### src/rtl/id_ex_hazard_reg.sv
// id_ex_hazard_reg: ID/EX pipeline register with load-use hazard detection.
// Captures the decoded instruction from ID each cycle. When that instruction
// reads a register that the load now in EX has not yet produced, it inserts
// one bubble and freezes PC and IF/ID. It flushes ID on a taken branch.
// Priority per cycle: hold > branch_taken > load-use > normal.
// Optional build macro: HAZARD_STATS_EN adds saturating stall, flush and hold
// event counters.
module id_ex_hazard_reg #(
    parameter int DATA_W = 64,
    parameter int REG_W  = 5
) (
    input  logic              clk,
    input  logic              reset_n,
    input  logic              hold,
    input  logic              branch_taken,
    input  logic [REG_W-1:0]  ID_Rn,
    input  logic [REG_W-1:0]  ID_Rm,
    input  logic [REG_W-1:0]  ID_Rd,
    input  logic              ID_uses_Rn,
    input  logic              ID_uses_Rm,
    input  logic              ID_regWrite,
    input  logic              ID_memRead,
    input  logic              ID_memWrite,
    input  logic              ID_memToReg,
    input  logic              ID_ALUsrc,
    input  logic [2:0]        ID_ALUop,
    input  logic [DATA_W-1:0] ID_RnData,
    input  logic [DATA_W-1:0] ID_RmData,
    input  logic [DATA_W-1:0] ID_imm,
    output logic [REG_W-1:0]  ID_EX_Rn,
    output logic [REG_W-1:0]  ID_EX_Rm,
    output logic [REG_W-1:0]  ID_EX_Rd,
    output logic              ID_EX_regWrite,
    output logic              ID_EX_memRead,
    output logic              ID_EX_memWrite,
    output logic              ID_EX_memToReg,
    output logic              ID_EX_ALUsrc,
    output logic [2:0]        ID_EX_ALUop,
    output logic [DATA_W-1:0] ID_EX_RnData,
    output logic [DATA_W-1:0] ID_EX_RmData,
    output logic [DATA_W-1:0] ID_EX_imm,
    output logic              PC_write,
    output logic              IF_ID_write,
    output logic              stall
`ifdef HAZARD_STATS_EN
    ,
    output logic [31:0]       stall_count,
    output logic [31:0]       flush_count,
    output logic [31:0]       hold_count
`endif
);

    // Register 31 is XZR: a bubble uses it so the forwarding unit never matches.
    localparam logic [REG_W-1:0] XZR = '1;

    typedef enum logic {
        RUN    = 1'b0,
        BUBBLE = 1'b1
    } state_t;

    state_t r_state;
    state_t w_state_next;

    logic [REG_W-1:0]  r_rn, r_rm, r_rd;
    logic              r_reg_write, r_mem_read, r_mem_write, r_mem_to_reg, r_alu_src;
    logic [2:0]        r_alu_op;
    logic [DATA_W-1:0] r_rn_data, r_rm_data, r_imm;

    logic [REG_W-1:0]  w_rn_next, w_rm_next, w_rd_next;
    logic              w_reg_write_next, w_mem_read_next, w_mem_write_next;
    logic              w_mem_to_reg_next, w_alu_src_next;
    logic [2:0]        w_alu_op_next;
    logic [DATA_W-1:0] w_rn_data_next, w_rm_data_next, w_imm_next;

    logic w_lu_hz;
    logic w_do_flush;
    logic w_do_stall;
    logic w_bubble;

    // Load in EX whose destination is read by the instruction in ID.
    assign w_lu_hz = r_mem_read && (r_rd != XZR) &&
                     ((ID_uses_Rn && (ID_Rn == r_rd)) ||
                      (ID_uses_Rm && (ID_Rm == r_rd)));

    assign w_do_flush = !hold && branch_taken;
    assign w_do_stall = !hold && !branch_taken && w_lu_hz;
    assign w_bubble   = w_do_flush || w_do_stall;

    // Next-state, enables and next ID/EX contents, ordered by priority.
    always_comb begin
        w_state_next      = r_state;
        PC_write          = 1'b1;
        IF_ID_write       = 1'b1;
        stall             = 1'b0;
        w_rn_next         = ID_Rn;
        w_rm_next         = ID_Rm;
        w_rd_next         = ID_Rd;
        w_reg_write_next  = ID_regWrite;
        w_mem_read_next   = ID_memRead;
        w_mem_write_next  = ID_memWrite;
        w_mem_to_reg_next = ID_memToReg;
        w_alu_src_next    = ID_ALUsrc;
        w_alu_op_next     = ID_ALUop;
        w_rn_data_next    = ID_RnData;
        w_rm_data_next    = ID_RmData;
        w_imm_next        = ID_imm;
        if (hold) begin
            PC_write          = 1'b0;
            IF_ID_write       = 1'b0;
            w_rn_next         = r_rn;
            w_rm_next         = r_rm;
            w_rd_next         = r_rd;
            w_reg_write_next  = r_reg_write;
            w_mem_read_next   = r_mem_read;
            w_mem_write_next  = r_mem_write;
            w_mem_to_reg_next = r_mem_to_reg;
            w_alu_src_next    = r_alu_src;
            w_alu_op_next     = r_alu_op;
            w_rn_data_next    = r_rn_data;
            w_rm_data_next    = r_rm_data;
            w_imm_next        = r_imm;
        end else begin
            if (w_bubble) begin
                w_rn_next         = XZR;
                w_rm_next         = XZR;
                w_rd_next         = XZR;
                w_reg_write_next  = 1'b0;
                w_mem_read_next   = 1'b0;
                w_mem_write_next  = 1'b0;
                w_mem_to_reg_next = 1'b0;
                w_alu_src_next    = 1'b0;
                w_alu_op_next     = 3'd0;
                w_rn_data_next    = '0;
                w_rm_data_next    = '0;
                w_imm_next        = '0;
            end
            if (w_do_stall) begin
                PC_write     = 1'b0;
                IF_ID_write  = 1'b0;
                stall        = 1'b1;
                w_state_next = BUBBLE;
            end else begin
                w_state_next = RUN;
            end
        end
    end

    // State and ID/EX register update; reset parks register numbers on XZR.
    always_ff @(posedge clk) begin
        if (!reset_n) begin
            r_state      <= RUN;
            r_rn         <= XZR;
            r_rm         <= XZR;
            r_rd         <= XZR;
            r_reg_write  <= 1'b0;
            r_mem_read   <= 1'b0;
            r_mem_write  <= 1'b0;
            r_mem_to_reg <= 1'b0;
            r_alu_src    <= 1'b0;
            r_alu_op     <= 3'd0;
            r_rn_data    <= '0;
            r_rm_data    <= '0;
            r_imm        <= '0;
        end else begin
            r_state      <= w_state_next;
            r_rn         <= w_rn_next;
            r_rm         <= w_rm_next;
            r_rd         <= w_rd_next;
            r_reg_write  <= w_reg_write_next;
            r_mem_read   <= w_mem_read_next;
            r_mem_write  <= w_mem_write_next;
            r_mem_to_reg <= w_mem_to_reg_next;
            r_alu_src    <= w_alu_src_next;
            r_alu_op     <= w_alu_op_next;
            r_rn_data    <= w_rn_data_next;
            r_rm_data    <= w_rm_data_next;
            r_imm        <= w_imm_next;
        end
    end

    // A bubble holds memRead low, so a hazard while in BUBBLE means broken logic.
    a_no_hazard_in_bubble: assert property (@(posedge clk) disable iff (!reset_n)
        (r_state == BUBBLE && !hold) |-> !w_lu_hz);

    assign ID_EX_Rn       = r_rn;
    assign ID_EX_Rm       = r_rm;
    assign ID_EX_Rd       = r_rd;
    assign ID_EX_regWrite = r_reg_write;
    assign ID_EX_memRead  = r_mem_read;
    assign ID_EX_memWrite = r_mem_write;
    assign ID_EX_memToReg = r_mem_to_reg;
    assign ID_EX_ALUsrc   = r_alu_src;
    assign ID_EX_ALUop    = r_alu_op;
    assign ID_EX_RnData   = r_rn_data;
    assign ID_EX_RmData   = r_rm_data;
    assign ID_EX_imm      = r_imm;

`ifdef HAZARD_STATS_EN
    logic [31:0] r_stall_count, r_flush_count, r_hold_count;

    // Count the winning condition of each cycle, saturating at all ones.
    always_ff @(posedge clk) begin
        if (!reset_n) begin
            r_stall_count <= '0;
            r_flush_count <= '0;
            r_hold_count  <= '0;
        end else begin
            if (w_do_stall && (r_stall_count != 32'hFFFF_FFFF))
                r_stall_count <= r_stall_count + 32'd1;
            if (w_do_flush && (r_flush_count != 32'hFFFF_FFFF))
                r_flush_count <= r_flush_count + 32'd1;
            if (hold && (r_hold_count != 32'hFFFF_FFFF))
                r_hold_count <= r_hold_count + 32'd1;
        end
    end

    assign stall_count = r_stall_count;
    assign flush_count = r_flush_count;
    assign hold_count  = r_hold_count;
`endif

endmodule

### config.mk
export PLATFORM = sky130hd
export DESIGN_NAME = id_ex_hazard_reg
export DESIGN_NICKNAME = d
export VERILOG_FILES = /design/src/rtl/id_ex_hazard_reg.sv
export SDC_FILE = /design/constraint.sdc
export NUM_CORES = 1
export LEC_CHECK = 0
export BUFFER_PORTS_ARGS = -buffer_cell sky130_fd_sc_hd__buf_2
export CORE_ASPECT_RATIO = 0.7
export CORE_MARGIN = 5
export CORE_UTILIZATION = 30
export DETAILED_ROUTE_END_ITERATION = 10
export PLACE_DENSITY = 0.54
export SLEW_MARGIN = 30
export SYNTH_ARGS = -nofsm -noshare
export SYNTH_HDL_FRONTEND = slang
export SYNTH_SLANG_ARGS = --single-unit
### constraint.sdc
create_clock -name clk -period 2.4 [get_ports clk]
set_input_delay 0.36 -clock clk [delete_from_list [all_inputs] [get_ports clk]]
set_output_delay 0.36 -clock clk [all_outputs]
set_load 0.02 [all_outputs]
==> impl_metrics.json <==
{
  "power_switching_share_pct": 29.0,
  "synth_enable_flop_cells": 0,
  "multiInputGateArea_um2": 3980,
  "track_usage_pct": 17.7,
  "buffers_from_clock_root_to_sink_at_most": 3,
  "clockPowerShare_pct": 39.9,
  "grt_first_pass_wirelength_um": 49400,
  "drt_iter0_markers": 1032,
  "routed_wl_um": 32600,
  "initial_core_util_pct": 30.1,
  "maxSlewHeadroom_pct": 60.7,
  "place_area_um2": 11200,
  "timing.setup.critical_path_class": "flip-flop to output pin",
  "synth_most_common_cell": "sky130_fd_sc_hd__dfxtp_1",
  "maxCapViolations": 0,
  "synth.net_count": 1227,
  "share_comb_of_total_power_pct": 16.6,
  "clock-sinks": 215,
  "internal_power_uw": 6530,
  "postSynthAreaPerCell_um2": 8.91,
  "endpoint_kind": "output pin",
  "ys_seq_elements": 215,
  "fin_crit_sh_pct": 93.8,
  "area.growth.synth_to_final_pct": 34.0,
  "post_synth_most_frequent_cells": "215 x sky130_fd_sc_hd__dfxtp_1, 205 x sky130_fd_sc_hd__nand2_1, 200 x sky130_fd_sc_hd__a32oi_1",
  "fin_nets": 1590,
  "cts-root-buf": "sky130_fd_sc_hd__clkbuf_16",
  "dieArea_um2": 33500,
  "drtPass1Iterations": 5,
  "drc": 0,
  "post_route_cells_drive_above_1_share_pct": 36.5,
  "timing_hold_violations_final": 0,
  "finalClockSkew_ns": 0.00968,
  "postLayoutCellArea_um2": 12000,
  "core_area_um2": 29800,
  "fraction_of_synthesized_cell_area_taken_by_the_top_area_cell_type_pct": 48.0,
  "io_buffer_count": 438,
  "diodes": 0,
  "time_the_final_worst_path_needs_with_i_o_delays_and_setup_ns": 2.25,
  "async_reset_ff_share_pct": 0,
  "initial_antenna_violation_count": 1,
  "nFillCells": 3040,
  "maxClockFrequency_mhz": 444,
  "power.density_nw_per_um2": 766,
  "detail_route.wl_per_cell_um": 18.4,
  "grt_remaining_overflow": 0,
  "yosys_top_cell_by_area": "sky130_fd_sc_hd__dfxtp_1",
  "die-height_um": 155,
  "dp_cells": 1726,
  "crit_arrival_ns": 1.89,
  "netlist_instances": 1006,
  "worst_hold_path_type": "input port to flip-flop",
  "synth_cell_type_count": 20,
  "post_cts_hold_buffer_count": 0,
  "total_leakage_power_uw": 0.00503,
  "postLayoutCoreUtil_pct": 40.3,
  "pwr-share-seq_pct": 43.4,
  "drt-vias-per-instance": 5.23,
  "crit_path_max_fanout": 5,
  "timing.critical_path.required_ns": 2.04,
  "cts_h_tree_lvls": 1,
  "first_global_vias": 8520,
  "maximum_number_of_pins_on_one_net_before_global_route_repair": 135,
  "placementRows": 53,
  "synth.top_cells.by_area": "sky130_fd_sc_hd__dfxtp_1 48%, sky130_fd_sc_hd__a32oi_1 20%, sky130_fd_sc_hd__nand2_1 8.6%, sky130_fd_sc_hd__o21ai_0 6.5%, sky130_fd_sc_hd__o21ai_1 4.7%",
  "setup_violations": 0,
  "path_clk_slew_ns": 0.07,
  "tritoncts": "yes",
  "max-vdd-ir-drop_v": 0.000341,
  "synth_sequential_area_ratio_pct": 48.0,
  "synth-main-ff-cell": "sky130_fd_sc_hd__dfxtp_1",
  "antenna_left": 0,
  "place_congestion": 0.815,
  "cts_made_buffers": 24,
  "hold_slack_ns": 0.0783,
  "slew_viol_final": 0,
  "synth-warning-count": 0,
  "count_of_placed_standard_cells_in_the_final_layout_fillers_left_out": 1772,
  "startpoint_type_of_the_worst_setup_path": "flip-flop",
  "place.detailed.hpwl_um": 21900,
  "netSwitchingPower_uw": 2670,
  "fin_tns_setup_ns": 0,
  "synth_area_um2": 8960,
  "vias": 9263,
  "outcome": "finished clean",
  "final-seq-area_um2": 4310,
  "die_width_um": 217,
  "clk-insertion-delay-late_ns": 0.52,
  "tightestPinTransition_ns": 0.590,
  "ios": 439,
  "grt_setup_unrepaired": "no"
}
worst max-delay path, stage by stage, from the launching register on:
cell and delay (ns):
sky130_fd_sc_hd__dfxtp_2 0.40, sky130_fd_sc_hd__xnor2_1 0.14, sky130_fd_sc_hd__nand4_1 0.18, sky130_fd_sc_hd__o22ai_4 0.23, sky130_fd_sc_hd__and3_1 0.22, sky130_fd_sc_hd__buf_2 0.18
routing by layer:
layer  GRT usage, %  share of wire (%)
met5              0              0.040
met4           3.90                2.0
met3           4.09                5.9
met2           29.9                 49
met1           23.3                 43
area by class of cell:
cell class	instances	share of cell area, %
Sequential cell	215	35.9
Tap cell	385	4.01
Clock inverter	8	0.375
Clock buffer	36	6.22
Multi-Input combinational cell	673	33.1
Timing Repair Buffer	455	20.4
power groups by stage:
stage	Clock (µW)	Combinational (µW)	Sequential, µW
finish	3670	1530	4000
global route	3930	1650	4030
CTS	3820	1540	3990
detailed placement	0	1540	4060
global placement	0	1520	4060
floorplan	0	538	4400
final timing paths:
path | cells past startpoint | slack, ns | start | to
max | 5 | 0.15 | ID_EX_Rd[4] | stall
min reg2reg | 2 | 0.46 | ID_EX_imm[56] | ID_EX_imm[56]
max reg2reg | 6 | 0.46 | ID_EX_Rd[4] | ID_EX_RmData[27]
min | 3 | 0.08 | ID_RnData[44] | ID_EX_RnData[44]
layout by cell type (no fill, tap or decap), types with 7 or more instances in the layout:
cell type                   netlist  routed
sky130_fd_sc_hd__clkbuf_8         0       8
sky130_fd_sc_hd__buf_2           62     438
sky130_fd_sc_hd__o21ai_1         84      83
sky130_fd_sc_hd__o32ai_1         15      15
sky130_fd_sc_hd__a21oi_1         16      16
sky130_fd_sc_hd__buf_12           0      10
sky130_fd_sc_hd__a32oi_1        200     200
sky130_fd_sc_hd__buf_4            5       7
sky130_fd_sc_hd__clkbuf_16        0      25
sky130_fd_sc_hd__o21ai_0        117     117
sky130_fd_sc_hd__dfxtp_1        215     210
sky130_fd_sc_hd__nor2_1          17      17
sky130_fd_sc_hd__xnor2_1         10      10
sky130_fd_sc_hd__nand2_1        205     205
sequential cells by signal, summed over array words and instances, names as in the netlist:
register and flops:
ID_EX_ALUsrc 1, ID_EX_RmData 64, ID_EX_imm 64, ID_EX_RnData 64
ID_EX_Rd 5, ID_EX_memToReg 1, ID_EX_Rn 5, ID_EX_memWrite 1
ID_EX_ALUop 3, ID_EX_Rm 5, ID_EX_regWrite 1, ID_EX_memRead 1
timing repair:
item,in CTS,in global routing
pin swaps,1,1
endpoints found under the hold margin,0,0
endpoints found under the setup margin,3,3
resized for setup,1,5
buffers inserted,1,1
metrics by stage:
stage | total power [µW] | setup WS (ns)
2_1_floorplan | 4940 | 0.177
3_3_place_gp | 5580 | 0.446
3_5_place_dp | 5600 | 0.415
4_1_cts | 9350 | 0.0260
5_1_grt | 9610 | 0.0268
6_report | 9200 | 0.149
logic make-up (layout without fill, tap and decap cells):
kind of cell	count (synthesis)	after routing	share of synthesized area, %
AOI/OAI and AO/OA	435	435	33.4
xor gates and xnor gates	10	10	0.977
buffers and inverters	118	499	7.86
DFF	215	215	48.0
and+or+nand+nor	228	228	9.70
(Power assumes the default switching activity.)
